$ cat config.mk
export PLATFORM = sky130hd
export DESIGN_NAME = dh_responder
export DESIGN_NICKNAME = d
export VERILOG_FILES = /design/src/rtl/dh_responder.sv
export SDC_FILE = /design/constraint.sdc
export NUM_CORES = 1
export LEC_CHECK = 0
export ABC_AREA = 1
export CAP_MARGIN = 20
export CORE_MARGIN = 10
export CORE_UTILIZATION = 30
export DETAILED_ROUTE_END_ITERATION = 12
export DONT_BUFFER_PORTS = 1
export GPL_ROUTABILITY_DRIVEN = 0
export MAX_ROUTING_LAYER = met4
export PLACE_DENSITY_LB_ADDON = 0.3
export SYNTH_ARGS = -nofsm -noshare
export SYNTH_HDL_FRONTEND = slang
export SYNTH_SLANG_ARGS = --single-unit
$ cat constraint.sdc
create_clock -name CLK -period 8.2 [get_ports CLK]
set_clock_uncertainty 0.15 [all_clocks]
set_input_delay 0.82 -clock CLK [delete_from_list [all_inputs] [get_ports CLK]]
set_output_delay 0.82 -clock CLK [all_outputs]
set_load 0.1 [all_outputs]
$ cat src/rtl/dh_responder.sv
// Diffie-Hellman responder: B = G^X mod P and KEY = A^X mod P via lockstep square-and-multiply.
// Optional DH_RESP_ZEROIZE_EN wipes key material (B, KEY, X, RG, RA) once the result is consumed.
module dh_responder #(
  parameter int WIDTH = 32
) (
  input  logic             CLK,
  input  logic             RST,
  input  logic [WIDTH-1:0] G,
  input  logic [WIDTH-1:0] P,
  input  logic [WIDTH-1:0] X,
  input  logic             A_VALID,
  output logic             A_READY,
  input  logic [WIDTH-1:0] A,
  output logic             B_VALID,
  input  logic             B_READY,
  output logic [WIDTH-1:0] B,
  output logic [WIDTH-1:0] KEY,
  output logic             ERR,
  output logic             BUSY
);

  typedef enum logic [1:0] {IDLE, EXP, DONE} state_t;

  localparam int              SW   = (WIDTH > 1) ? $clog2(WIDTH) : 1;
  localparam logic [SW-1:0]   LAST = SW'(WIDTH - 1);

  state_t           state, state_nxt;
  logic [WIDTH-1:0] g_q, p_q, x_q, a_q;
  logic [WIDTH-1:0] rg, ra, tg, ta;
  logic [WIDTH-1:0] b_q, key_q;
  logic             err_q;
  logic [SW-1:0]    step, bit_idx, mul_idx;
  logic             phase_mul;

  logic             op_ok, last_step, exp_last, commit;
  logic             mbit_g, mbit_a, a_fire, b_fire;
  logic [WIDTH-1:0] tg_in, ta_in, ng, na, rg_commit, ra_commit;

  // One interleaved shift-add step: T = 2T mod M, then optionally T = T + mcand mod M.
  // Inputs are residues below M, so one conditional subtract per stage is enough.
  function automatic logic [WIDTH-1:0] mod_step(input logic [WIDTH-1:0] t,
                                                input logic [WIDTH-1:0] mcand,
                                                input logic             mbit,
                                                input logic [WIDTH-1:0] m);
    logic [WIDTH:0] s;
    s = {t, 1'b0};
    if (s >= {1'b0, m}) s = s - {1'b0, m};
    if (mbit) begin
      s = s + {1'b0, mcand};
      if (s >= {1'b0, m}) s = s - {1'b0, m};
    end
    return s[WIDTH-1:0];
  endfunction

  always_comb begin
    // NOTE: every combinational output gets a default first so no path leaves it unassigned (no latches).
    op_ok     = (p_q >= WIDTH'(2)) && (g_q < p_q) && (a_q < p_q);
    last_step = (step == LAST);
    exp_last  = last_step && phase_mul && (bit_idx == '0);
    mul_idx   = LAST - step;
    mbit_g    = phase_mul ? g_q[mul_idx] : rg[mul_idx];
    mbit_a    = phase_mul ? a_q[mul_idx] : ra[mul_idx];
    tg_in     = (step == '0) ? '0 : tg;
    ta_in     = (step == '0) ? '0 : ta;
    ng        = mod_step(tg_in, rg, mbit_g, p_q);
    na        = mod_step(ta_in, ra, mbit_a, p_q);
    // MUL phase always runs for constant timing; the product only lands when the exponent bit is set.
    commit    = !phase_mul || x_q[bit_idx];
    rg_commit = commit ? ng : rg;
    ra_commit = commit ? na : ra;
  end

  always_comb begin
    state_nxt = state;
    A_READY   = 1'b0;
    B_VALID   = 1'b0;
    BUSY      = 1'b1;
    case (state)
      IDLE: begin
        A_READY = 1'b1;
        BUSY    = 1'b0;
        if (A_VALID) state_nxt = EXP;
      end
      EXP:     if (!op_ok || exp_last) state_nxt = DONE;
      DONE: begin
        B_VALID = 1'b1;
        if (B_READY) state_nxt = IDLE;
      end
      default: state_nxt = IDLE;
    endcase
  end

  assign a_fire = A_VALID && A_READY;
  assign b_fire = B_VALID && B_READY;

  // NOTE: sequential state uses non-blocking assignments so every register samples pre-edge values.
  always_ff @(posedge CLK or negedge RST) begin
    if (!RST) state <= IDLE;
    else      state <= state_nxt;
  end

  always_ff @(posedge CLK or negedge RST) begin
    if (!RST) begin
      g_q       <= '0;
      p_q       <= '0;
      x_q       <= '0;
      a_q       <= '0;
      rg        <= '0;
      ra        <= '0;
      tg        <= '0;
      ta        <= '0;
      b_q       <= '0;
      key_q     <= '0;
      err_q     <= 1'b0;
      step      <= '0;
      bit_idx   <= '0;
      phase_mul <= 1'b0;
    end else if (a_fire) begin
      g_q       <= G;
      p_q       <= P;
      x_q       <= X;
      a_q       <= A;
      rg        <= WIDTH'(1);
      ra        <= WIDTH'(1);
      step      <= '0;
      bit_idx   <= LAST;
      phase_mul <= 1'b0;
    end else if (state == EXP) begin
      // Operand check sits on the captured copies, so a reject costs exactly one EXP cycle.
      if (!op_ok) begin
        err_q <= 1'b1;
        b_q   <= '0;
        key_q <= '0;
      end else begin
        step <= last_step ? '0 : step + 1'b1;
        tg   <= ng;
        ta   <= na;
        if (last_step) begin
          rg        <= rg_commit;
          ra        <= ra_commit;
          phase_mul <= !phase_mul;
          if (phase_mul) bit_idx <= bit_idx - 1'b1;
          if (exp_last) begin
            b_q   <= rg_commit;
            key_q <= ra_commit;
          end
        end
      end
    end else if (b_fire) begin
      err_q <= 1'b0;
`ifdef DH_RESP_ZEROIZE_EN
      b_q   <= '0;
      key_q <= '0;
      x_q   <= '0;
      rg    <= '0;
      ra    <= '0;
`endif
    end
  end

  assign B   = b_q;
  assign KEY = key_q;
  assign ERR = err_q;

endmodule

==> parameters.txt, run 1 <==
Parameter                              Value

Logic synthesis
  Cells after Synth    4,518
  Share of flip-flops with an asynchronous set or reset    1.00
  Seq cells post-synth    334
  Cell types occupying the most area after synthesis    sky130_fd_sc_hd__dfrtp_1, sky130_fd_sc_hd__nand2_1, sky130_fd_sc_hd__ha_1, sky130_fd_sc_hd__inv_1, sky130_fd_sc_hd__a21oi_1
  Area share of the leading cell type in the synthesized netlist    0.275
  Library cell with the largest summed area after synthesis    sky130_fd_sc_hd__dfrtp_1
  Post-synthesis average cell area    6.73 um^2
  Number of distinct library cells after synthesis    55
  Number of enable flip-flop cells after synthesis    0
  Portion of the post-synthesis area used by sequential elements    0.275
  Post-synth design cell area    30,400 um^2
  Main flop type after synthesis    sky130_fd_sc_hd__dfrtp_1
  Count of synthesis-stage warnings from yosys    0
  Net count after synthesis    4,913

Clock network
  Clock root buffer    sky130_fd_sc_hd__clkbuf_16
  Maximum buffer depth of the clock tree    3
  Number of clock sinks    334
  Htree depth    2
  CTS buffer count    43
  Reg clk slew, reported paths    60 ps
  Clock latency at the later pin of the worst-skew pair    620 ps
  TritonCTS clock tree    yes

Setup path
  Library cell appearing most often on the critical path    sky130_fd_sc_hd__a21oi_1
  Max incr delay on CP    410 ps
  Critical Path Start Type    flip-flop
  Worst Path Max Fanout    19
  Arrival time reported for the critical path endpoint    8110 ps
  Critical-path cell with the highest stage delay    sky130_fd_sc_hd__dfrtp_2
  Number of cells on the worst reg-to-reg path    42
  Worst setup slack for register-to-register paths    440 ps
  Category of the worst setup path capture point    flip-flop
  Required time of the critical path    8550 ps
  Worst Path Class, Setup    reg2reg

Routing
  Routed WL    132,000 um
  Routed vias    31.9k
  Routed length per instance    22.4 um
  Final routed DRC violation total    0
  Detail-routed via count per cell    5.40
  Number of violations reported at the end of detailed-routing iteration 0    3,358
  Remaining number of nets flagged by the antenna check after routing    0
  DR pass1 iterations    6

Run
  Number of max-cap violations    0

Global route
  Vias in the first global route    30.4k
  Number of antenna violations at the first check in global routing    5
  First-pass GRT wire length    196,000 um
  GRT Resource Usage Total    0.226
  Pin count of the biggest net entering global routing    335
  Global route overflow    0

STA
  Fmax    129 MHz
  Final Critical Period    7760 ps
  Fraction of the cycle the final worst path needs    0.946
  Transition at the pin with the smallest max-transition slack    1520 ps
  Fin Hold WS    -135 ps
  Final slew viol count    44
  Max_slew headroom    -0.0145
  Final hold violations    38
  Count of endpoints failing setup in the final report    0

Final layout
  Number of filler instances in the final layout    10.9k
  Final Net Count    4,906
  Area added between synthesis and finish    12.3%
  Layout cell share with drive strength beyond 1    0.0847
  Area occupied by multi-input gates    19,700 um^2
  Combined flip-flop and latch cell area    8360 um^2

Status
  Status    complete, but fails checks
  Failing checks    negative hold slack, max-slew violations

Floorplanning
  Die outline area    114,000 um^2
  Number of top-level pins    200
  Placeable Area    100,000 um^2
  Height of the die    338 um
  Initial Utilization    0.303
  # rows    116
  Die X    338 um

Place
  Port buffer count    0
  Detail Placement HPWL    103,000 um

Min path
  Hold Path Class    in2async
flip-flops by register name (all words and copies together) (netlist names):
| name | count |
|---|---|
| ERR | 1 |
| bit_idx | 5 |
| g_q | 32 |
| step | 5 |
| tg | 32 |
| KEY | 32 |
| state | 2 |
| ra | 32 |
| rg | 32 |
| phase_mul | 1 |
| x_q | 32 |
| a_q | 32 |
| ta | 32 |
| B | 32 |
| p_q | 32 |
cell families (layout without fill, tap and decap cells):
family	Yosys count	in the layout	share of synthesized area
AOI/OAI and AO/OA	882	882	0.161
other	0	7	0
xor gates and xnor gates	161	161	0.0464
buffers and inverters	658	683	0.0876
and+or+nand+nor	2220	2220	0.320
DFF	334	334	0.275
adders and majority gates	263	263	0.110
synthesized netlist by cell type, types with 24 or more instances:
cell type                     n
sky130_fd_sc_hd__nand2_1   1280
sky130_fd_sc_hd__o21ai_0    313
sky130_fd_sc_hd__nor3_1      44
sky130_fd_sc_hd__a21o_1      24
sky130_fd_sc_hd__ha_1       257
sky130_fd_sc_hd__clkbuf_1    80
sky130_fd_sc_hd__nand3_1    329
sky130_fd_sc_hd__nand4_1     47
sky130_fd_sc_hd__nor2_1     337
sky130_fd_sc_hd__xnor2_1     68
sky130_fd_sc_hd__buf_2       48
sky130_fd_sc_hd__a31oi_1     86
sky130_fd_sc_hd__a21oi_1    339
sky130_fd_sc_hd__xor2_1      93
sky130_fd_sc_hd__dfrtp_1    334
sky130_fd_sc_hd__inv_1      486
sky130_fd_sc_hd__nand3_2     54
final cells by class:
| cell class | instances | area share |
|---|---|---|
| multi-input combinational | 3526 | 0.577 |
| sequential | 334 | 0.245 |
| inverter | 495 | 0.0549 |
| tap | 1357 | 0.0498 |
| clock buffer | 54 | 0.0348 |
| timing repair buffer | 111 | 0.0285 |
| clock inverter | 23 | 0.00932 |
| antenna | 7 | 0.000514 |
through the flow:
step           instance area [um^2]  setup WS [ps]  instances  utilization  setup TNS (ps)
3_3_place_gp                  32200          -71.6       5814        0.321            -966
5_1_grt                       34100          -3.03       5905        0.340           -3.03
6_report                      34100            440       5907        0.340               0
2_1_floorplan                 30400            536       4518            -               0
3_5_place_dp                  32200          -55.3       5815        0.321            -633
4_1_cts                       33700           96.6       5892        0.336               0
final timing paths:
check / startpoint / endpoint
worst max-delay path: step[0] / B[28]
worst min register to register: x_q[2] / x_q[2]
worst max register to register: step[0] / B[28]
max in group asynchronous: RST / tg[14]
worst min-delay path: RST / KEY[11]
min in group CLK: B_READY / state[1]
routing by layer:
| metal | wire length, um | vias up | global-route usage |
|---|---|---|---|
| li1 | - | 15000 | - |
| met1 | 55800 | 15100 | 0.290 |
| met2 | 56900 | 1489 | 0.340 |
| met3 | 12000 | 342 | 0.0442 |
| met4 | 7670 | 0 | 0.108 |
| met5 | 0 | - | - |
cells in the final DEF, fill, tap and decap left out, types with 89 or more instances in the layout:
cell                      instances
sky130_fd_sc_hd__a21oi_1        328
sky130_fd_sc_hd__buf_4           98
sky130_fd_sc_hd__dfrtp_1        333
sky130_fd_sc_hd__ha_1           251
sky130_fd_sc_hd__inv_1          482
sky130_fd_sc_hd__nand2_1       1275
sky130_fd_sc_hd__nand3_1        319
sky130_fd_sc_hd__nor2_1         328
sky130_fd_sc_hd__o21ai_0        296
sky130_fd_sc_hd__xor2_1          89
critical path, delay by kind of cell, from the launching register on:
family	cells	cell delay, ps
compound gates	16	3090
fa+ha+maj	4	1190
xor+xnor	2	490
flops	1	410
buf+inv	7	920
simple gates	13	1370
timing repair:
| action | in CTS | in global routing |
|---|---|---|
| endpoints found under the setup margin | 33 | 192 |
| setup buffers | 0 | 5 |
| pin swaps | 0 | 5 |
| cloned | 0 | 1 |
| gates resized for setup | 1 | 80 |
| endpoints found under the hold margin | 334 | 334 |
Power of run 1 is left out: the tool's default activity adds up to more than one toggle a clock period on the data nets, which glitch-free logic cannot reach.
==> run 2, diff against run 1 <==
--- a/config.mk
+++ b/config.mk
@@ -5,7 +5,6 @@
 export SDC_FILE = /design/constraint.sdc
 export NUM_CORES = 1
 export LEC_CHECK = 0
-export ABC_AREA = 1
 export CAP_MARGIN = 20
 export CORE_MARGIN = 10
 export CORE_UTILIZATION = 30
==> parameters.txt, run 2 <==
Parameter                              Value

STA
  Endpoint with the least setup slack after the last repair    ta[17]$_DFFE_PN0P_/D
  Kind of the worst endpoint    register data pin

Logic synthesis
  Net count after synthesis    3,751 (-24%)
  Cells after Synth    3,356 (-26%)
  Area share of the leading cell type in the synthesized netlist    0.297 (+0.0219)
  Most common cell in the netlist    sky130_fd_sc_hd__nand2_1
  Count of synthesis-stage warnings from yosys    0 (unchanged)
  Library cell with the largest summed area after synthesis    sky130_fd_sc_hd__dfrtp_1
  Portion of the post-synthesis area used by sequential elements    0.297 (+0.0219)
  Number of distinct library cells after synthesis    86 (+56%)
  Seq cells post-synth    334 (unchanged)
  Post-synth design cell area    28,100 um^2 (-7.4%)
  Post-synthesis average cell area    8.39 um^2 (+25%)
  Number of enable flip-flop cells after synthesis    0 (unchanged)
  Share of flip-flops with an asynchronous set or reset    1.00 (unchanged)
  Most common library cells after synthesis    sky130_fd_sc_hd__nand2_1, sky130_fd_sc_hd__dfrtp_1, sky130_fd_sc_hd__ha_1
  Cell types occupying the most area after synthesis    sky130_fd_sc_hd__dfrtp_1, sky130_fd_sc_hd__ha_1, sky130_fd_sc_hd__nand2_1, sky130_fd_sc_hd__o21ai_0, sky130_fd_sc_hd__a21oi_1
  Main flop type after synthesis    sky130_fd_sc_hd__dfrtp_1

Global route
  GRT Resource Usage Total    0.226 (-0.000571)
  Pin count of the biggest net entering global routing    335 (unchanged)
  Number of antenna violations at the first check in global routing    3 (-2)
  Global route overflow    0 (unchanged)
  Vias in the first global route    28.3k (-6.9%)
  First-pass GRT wire length    179,000 um (-8.5%)

Clock network
  Maximum buffer depth of the clock tree    3 (unchanged)
  Htree depth    2 (unchanged)
  Clock root buffer    sky130_fd_sc_hd__clkbuf_16
  CTS buffer count    43 (unchanged)
  Number of clock sinks    334 (unchanged)

Floorplanning
  Number of top-level pins    200 (unchanged)
  # rows    112 (-3.4%)
  Height of the die    326 um (-3.5%)
  Initial Utilization    0.302 (-0.000931)
  Die X    326 um (-3.5%)

Place
  Port buffer count    0 (unchanged)
  Detail Placement HPWL    93,400 um (-9.1%)
  Minimum setup slack after placement    -1170 ps (-1110 ps)

Status
  Status    did not finish
  Halt point of the flow    detailed routing (5_2_route)
  First Error    [ERROR DRT-0255] Maze Route cannot find path of net CLK in worker of routeBox ( 289800 0 ) ( 326305 48300 ).
## run 2: cell count changes after synthesis, moves of 54 or more
cell / delta
sky130_fd_sc_hd__nand3_1: -250
sky130_fd_sc_hd__inv_1: -357
sky130_fd_sc_hd__and2_1: +71
sky130_fd_sc_hd__nand3_2: -54
sky130_fd_sc_hd__a31oi_1: -65
sky130_fd_sc_hd__a21oi_1: -103
sky130_fd_sc_hd__nand2_1: -788
sky130_fd_sc_hd__nor2_1: -100
sky130_fd_sc_hd__mux2i_1: +101
sky130_fd_sc_hd__a21o_1: +121
sky130_fd_sc_hd__o21ai_0: -62
## run 2: cells by family after synthesis
logic type,after synthesis,synth area share
DFF,334,0.297
AOI/OAI and AO/OA,1009,0.235
buffers and inverters,293,0.0413
muxes,173,0.0751
xor gates and xnor gates,171,0.0532
adders and majority gates,264,0.119
and+or+nand+nor,1112,0.180
## run 2: stage by stage
step                      cells  cell area, um^2   util
after floorplan            3356            28700      -
after global placement     5171            35100  0.377
after detailed placement   5172            35100  0.377
after CTS                  5276            37500  0.402
after global routing       5302            39000  0.419
## run 2: routing by layer
metal and track usage:
met5 -, met4 0.105, met3 0.0319, met2 0.364, met1 0.277
## run 2: what timing repair did
action,in CTS,in global routing
endpoints found under the hold margin,334,334
setup buffers,22,28
endpoints found under the setup margin,192,192
gates resized for setup,108,269
gates cloned,5,2
pin swaps,52,91
==> run 3, diff against run 2 <==
--- a/config.mk
+++ b/config.mk
@@ -7,12 +7,11 @@
 export LEC_CHECK = 0
 export CAP_MARGIN = 20
 export CORE_MARGIN = 10
-export CORE_UTILIZATION = 30
+export CORE_UTILIZATION = 20
 export DETAILED_ROUTE_END_ITERATION = 12
 export DONT_BUFFER_PORTS = 1
 export GPL_ROUTABILITY_DRIVEN = 0
-export MAX_ROUTING_LAYER = met4
-export PLACE_DENSITY_LB_ADDON = 0.3
+export PLACE_DENSITY_LB_ADDON = 0.15
 export SYNTH_ARGS = -nofsm -noshare
 export SYNTH_HDL_FRONTEND = slang
 export SYNTH_SLANG_ARGS = --single-unit
==> constraint.sdc (replaced) <==
create_clock -name CLK -period 10.7 [get_ports CLK]
set_clock_uncertainty 0.15 [all_clocks]
set_input_delay 1.07 -clock CLK [delete_from_list [all_inputs] [get_ports CLK]]
set_output_delay 1.07 -clock CLK [all_outputs]
set_load 0.1 [all_outputs]
==> parameters.txt, run 3 <==
Parameter                              Value

Floorplanning
  Die outline area    156,000 um^2
  Height of the die    395 um (+21%)
  Placeable Area    140,000 um^2
  Die X    395 um (+21%)
  # rows    137 (+22%)
  Initial Utilization    0.201 (-0.101)
  Number of top-level pins    200 (unchanged)

Logic synthesis
  Most common library cells after synthesis    sky130_fd_sc_hd__nand2_1, sky130_fd_sc_hd__dfrtp_1, sky130_fd_sc_hd__ha_1
  Number of enable flip-flop cells after synthesis    0 (unchanged)
  Share of flip-flops with an asynchronous set or reset    1.00 (unchanged)
  Most common cell in the netlist    sky130_fd_sc_hd__nand2_1
  Cell types occupying the most area after synthesis    sky130_fd_sc_hd__dfrtp_1, sky130_fd_sc_hd__ha_1, sky130_fd_sc_hd__nand2_1, sky130_fd_sc_hd__o21ai_0, sky130_fd_sc_hd__a21oi_1
  Post-synth design cell area    28,100 um^2 (unchanged)
  Count of synthesis-stage warnings from yosys    0 (unchanged)
  Area share of the leading cell type in the synthesized netlist    0.297 (unchanged)
  Portion of the post-synthesis area used by sequential elements    0.297 (unchanged)
  Seq cells post-synth    334 (unchanged)
  Main flop type after synthesis    sky130_fd_sc_hd__dfrtp_1
  Post-synthesis average cell area    8.39 um^2 (unchanged)
  Library cell with the largest summed area after synthesis    sky130_fd_sc_hd__dfrtp_1
  Net count after synthesis    3,751 (unchanged)
  Cells after Synth    3,356 (unchanged)
  Number of distinct library cells after synthesis    86 (unchanged)

Clock network
  Number of clock sinks    334 (unchanged)
  Clock root buffer    sky130_fd_sc_hd__clkbuf_16
  Htree depth    2 (unchanged)
  CTS buffer count    45 (+4.7%)
  Reg clk slew, reported paths    60 ps
  Clock latency at the later pin of the worst-skew pair    650 ps
  Maximum buffer depth of the clock tree    3 (unchanged)
  TritonCTS clock tree    yes

Power
  Power Density    315 nW/um^2
  Static Leakage    15.3 nW
  Maximum vdd drop    0.153 mV

STA
  Final hold violations    0
  Count of endpoints failing setup in the final report    0
  Total Neg Setup Slack    0 ps
  Setup repair after global routing missed its margin    false
  Max_slew headroom    0.192
  Transition at the pin with the smallest max-transition slack    1210 ps
  Final Critical Period    10,210 ps
  Fmax    97.9 MHz
  Final slew viol count    0
  Fraction of the cycle the final worst path needs    0.954

Setup path
  Critical Path Start Type    flip-flop
  Category of the worst setup path capture point    flip-flop
  Number of cells on the worst reg-to-reg path    38
  Reg-to-reg endpoint    ta[12]
  Launch point of the worst path    step[0]
  Worst setup slack for register-to-register paths    490 ps
  Worst Path Class, Setup    reg2reg
  Critical-path cell with the highest stage delay    sky130_fd_sc_hd__or4b_4
  Arrival time reported for the critical path endpoint    10,580 ps
  Library cell appearing most often on the critical path    sky130_fd_sc_hd__ha_1
  Required time of the critical path    11,070 ps
  Capture point of the critical path    ta[12]
  Worst reg2reg path startpoint    step[0]
  Max incr delay on CP    620 ps
  Worst Path Max Fanout    19

Routing
  DR pass1 iterations    5
  Detail-routed via count per cell    4.90
  Remaining number of nets flagged by the antenna check after routing    0
  Routed length per instance    26.1 um
  Routed vias    25.9k
  Final routed DRC violation total    0
  Routed WL    138,000 um
  Number of violations reported at the end of detailed-routing iteration 0    1,825

Final layout
  Number of non-filler instances in the completed layout    5,280
  Area added between synthesis and finish    15.9%
  Layout cell share with drive strength beyond 1    0.0938
  Most common library cell in the layout ignoring fill and taps    sky130_fd_sc_hd__nand2_1
  Final Net Count    3,761
  Most frequent cells in the layout    sky130_fd_sc_hd__nand2_1, sky130_fd_sc_hd__dfrtp_1, sky130_fd_sc_hd__ha_1, sky130_fd_sc_hd__o21ai_0, sky130_fd_sc_hd__a21oi_1
  Number of filler instances in the final layout    15.3k

Global route
  Vias in the first global route    26.0k (-8.2%)
  First-pass GRT wire length    196,000 um (+9.6%)
  Pin count of the biggest net entering global routing    173 (-48%)
  GRT Resource Usage Total    0.170 (-0.0557)
  Global route overflow    0 (unchanged)
  Number of antenna violations at the first check in global routing    17 (+14)

Run
  Number of max-cap violations    0

Status
  Status    finished clean

Place
  Port buffer count    0 (unchanged)
  Detail Placement HPWL    104,000 um (+11%)
  Total instance count after detailed placement    5,178 (+0.12%)

Min path
  Hold Path Class    in2async
[run 3: cells by family (layout without fill, tap and decap cells)]
group,Yosys count,in the layout,synth area share
xor+xnor,171,171,0.0532
other cells,0,4,0
mux,173,173,0.0751
simple gates,1112,1114,0.180
fa+ha+maj,264,264,0.119
compound gates,1009,1009,0.235
buf+inv,293,335,0.0413
flops,334,334,0.297
[run 3: critical path: cells and delay by family, from the launching register on]
family,cells,cell delay [ps]
AOI/OAI and AO/OA,9,2170
and+or+nand+nor,17,4190
DFF,1,470
buffers and inverters,4,750
adders and majority gates,4,1240
muxes,4,1070
[run 3: per-layer routing]
layer | wire, um | up-vias | track usage
li1 | - | 12200 | -
met1 | 62000 | 12900 | 0.224
met2 | 65400 | 598 | 0.288
met3 | 6210 | 136 | 0.0215
met4 | 3980 | 2 | 0.0493
met5 | 11 | - | 0
[run 3: how the worst min path moves through the flow]
stage / slack [ps] / start / end
global placement: 310 / tg[27] / tg[27]
CTS: 0.9 / RST / tg[10]
floorplan: 290 / ta[19] / ta[19]
detailed placement: 310 / x_q[28] / x_q[28]
finish: 70 / RST / ta[2]
global route: 30 / RST / ta[2]
[run 3: what timing repair did]
action / CTS / global route
gates resized for setup: 4 / 20
endpoints found under the setup margin: 53 / 178
buffers inserted: 0 / 4
hold buffers: 8 / 0
endpoints found under the hold margin: 48 / 0
pin swaps: 0 / 3
cloned: 0 / 2
[run 3: final cells by class]
| cell class | count | area (um^2) | share of cell area |
|---|---|---|---|
| Inverter | 132 | 495 | 0.0152 |
| Clock inverter | 19 | 265 | 0.00813 |
| Antenna cell | 4 | 10.0 | 0.000307 |
| Clock buffer | 62 | 1300 | 0.0399 |
| Timing Repair Buffer | 122 | 1030 | 0.0316 |
| Sequential cell | 334 | 8360 | 0.256 |
| Tap cell | 1876 | 2350 | 0.0719 |
| Multi-Input combinational cell | 2731 | 18800 | 0.577 |
[run 3: power breakdown]
group | total, mW | internal (mW) | leakage, nW | switching, mW
logic | 6.72 | 2.46 | 10.1 | 4.25
clock network | 1.67 | 0.975 | 0.757 | 0.692
registers | 1.89 | 1.59 | 4.39 | 0.305
[run 3: stage by stage]
step                      total power [mW]  cell area, um^2  hold slack, ps  setup slack [ps]  utilization
after global routing                  11.0            32600            32.3              16.5        0.234
after floorplan                       6.27            28100             290              1060            -
after global placement                8.57            30700             307              -216        0.220
after CTS                             10.3            32500           0.851              24.7        0.232
after detailed placement              8.52            30700             308              -252        0.220
final                                 10.3            32600            71.2               489        0.234
(Power assumes the default switching activity.)
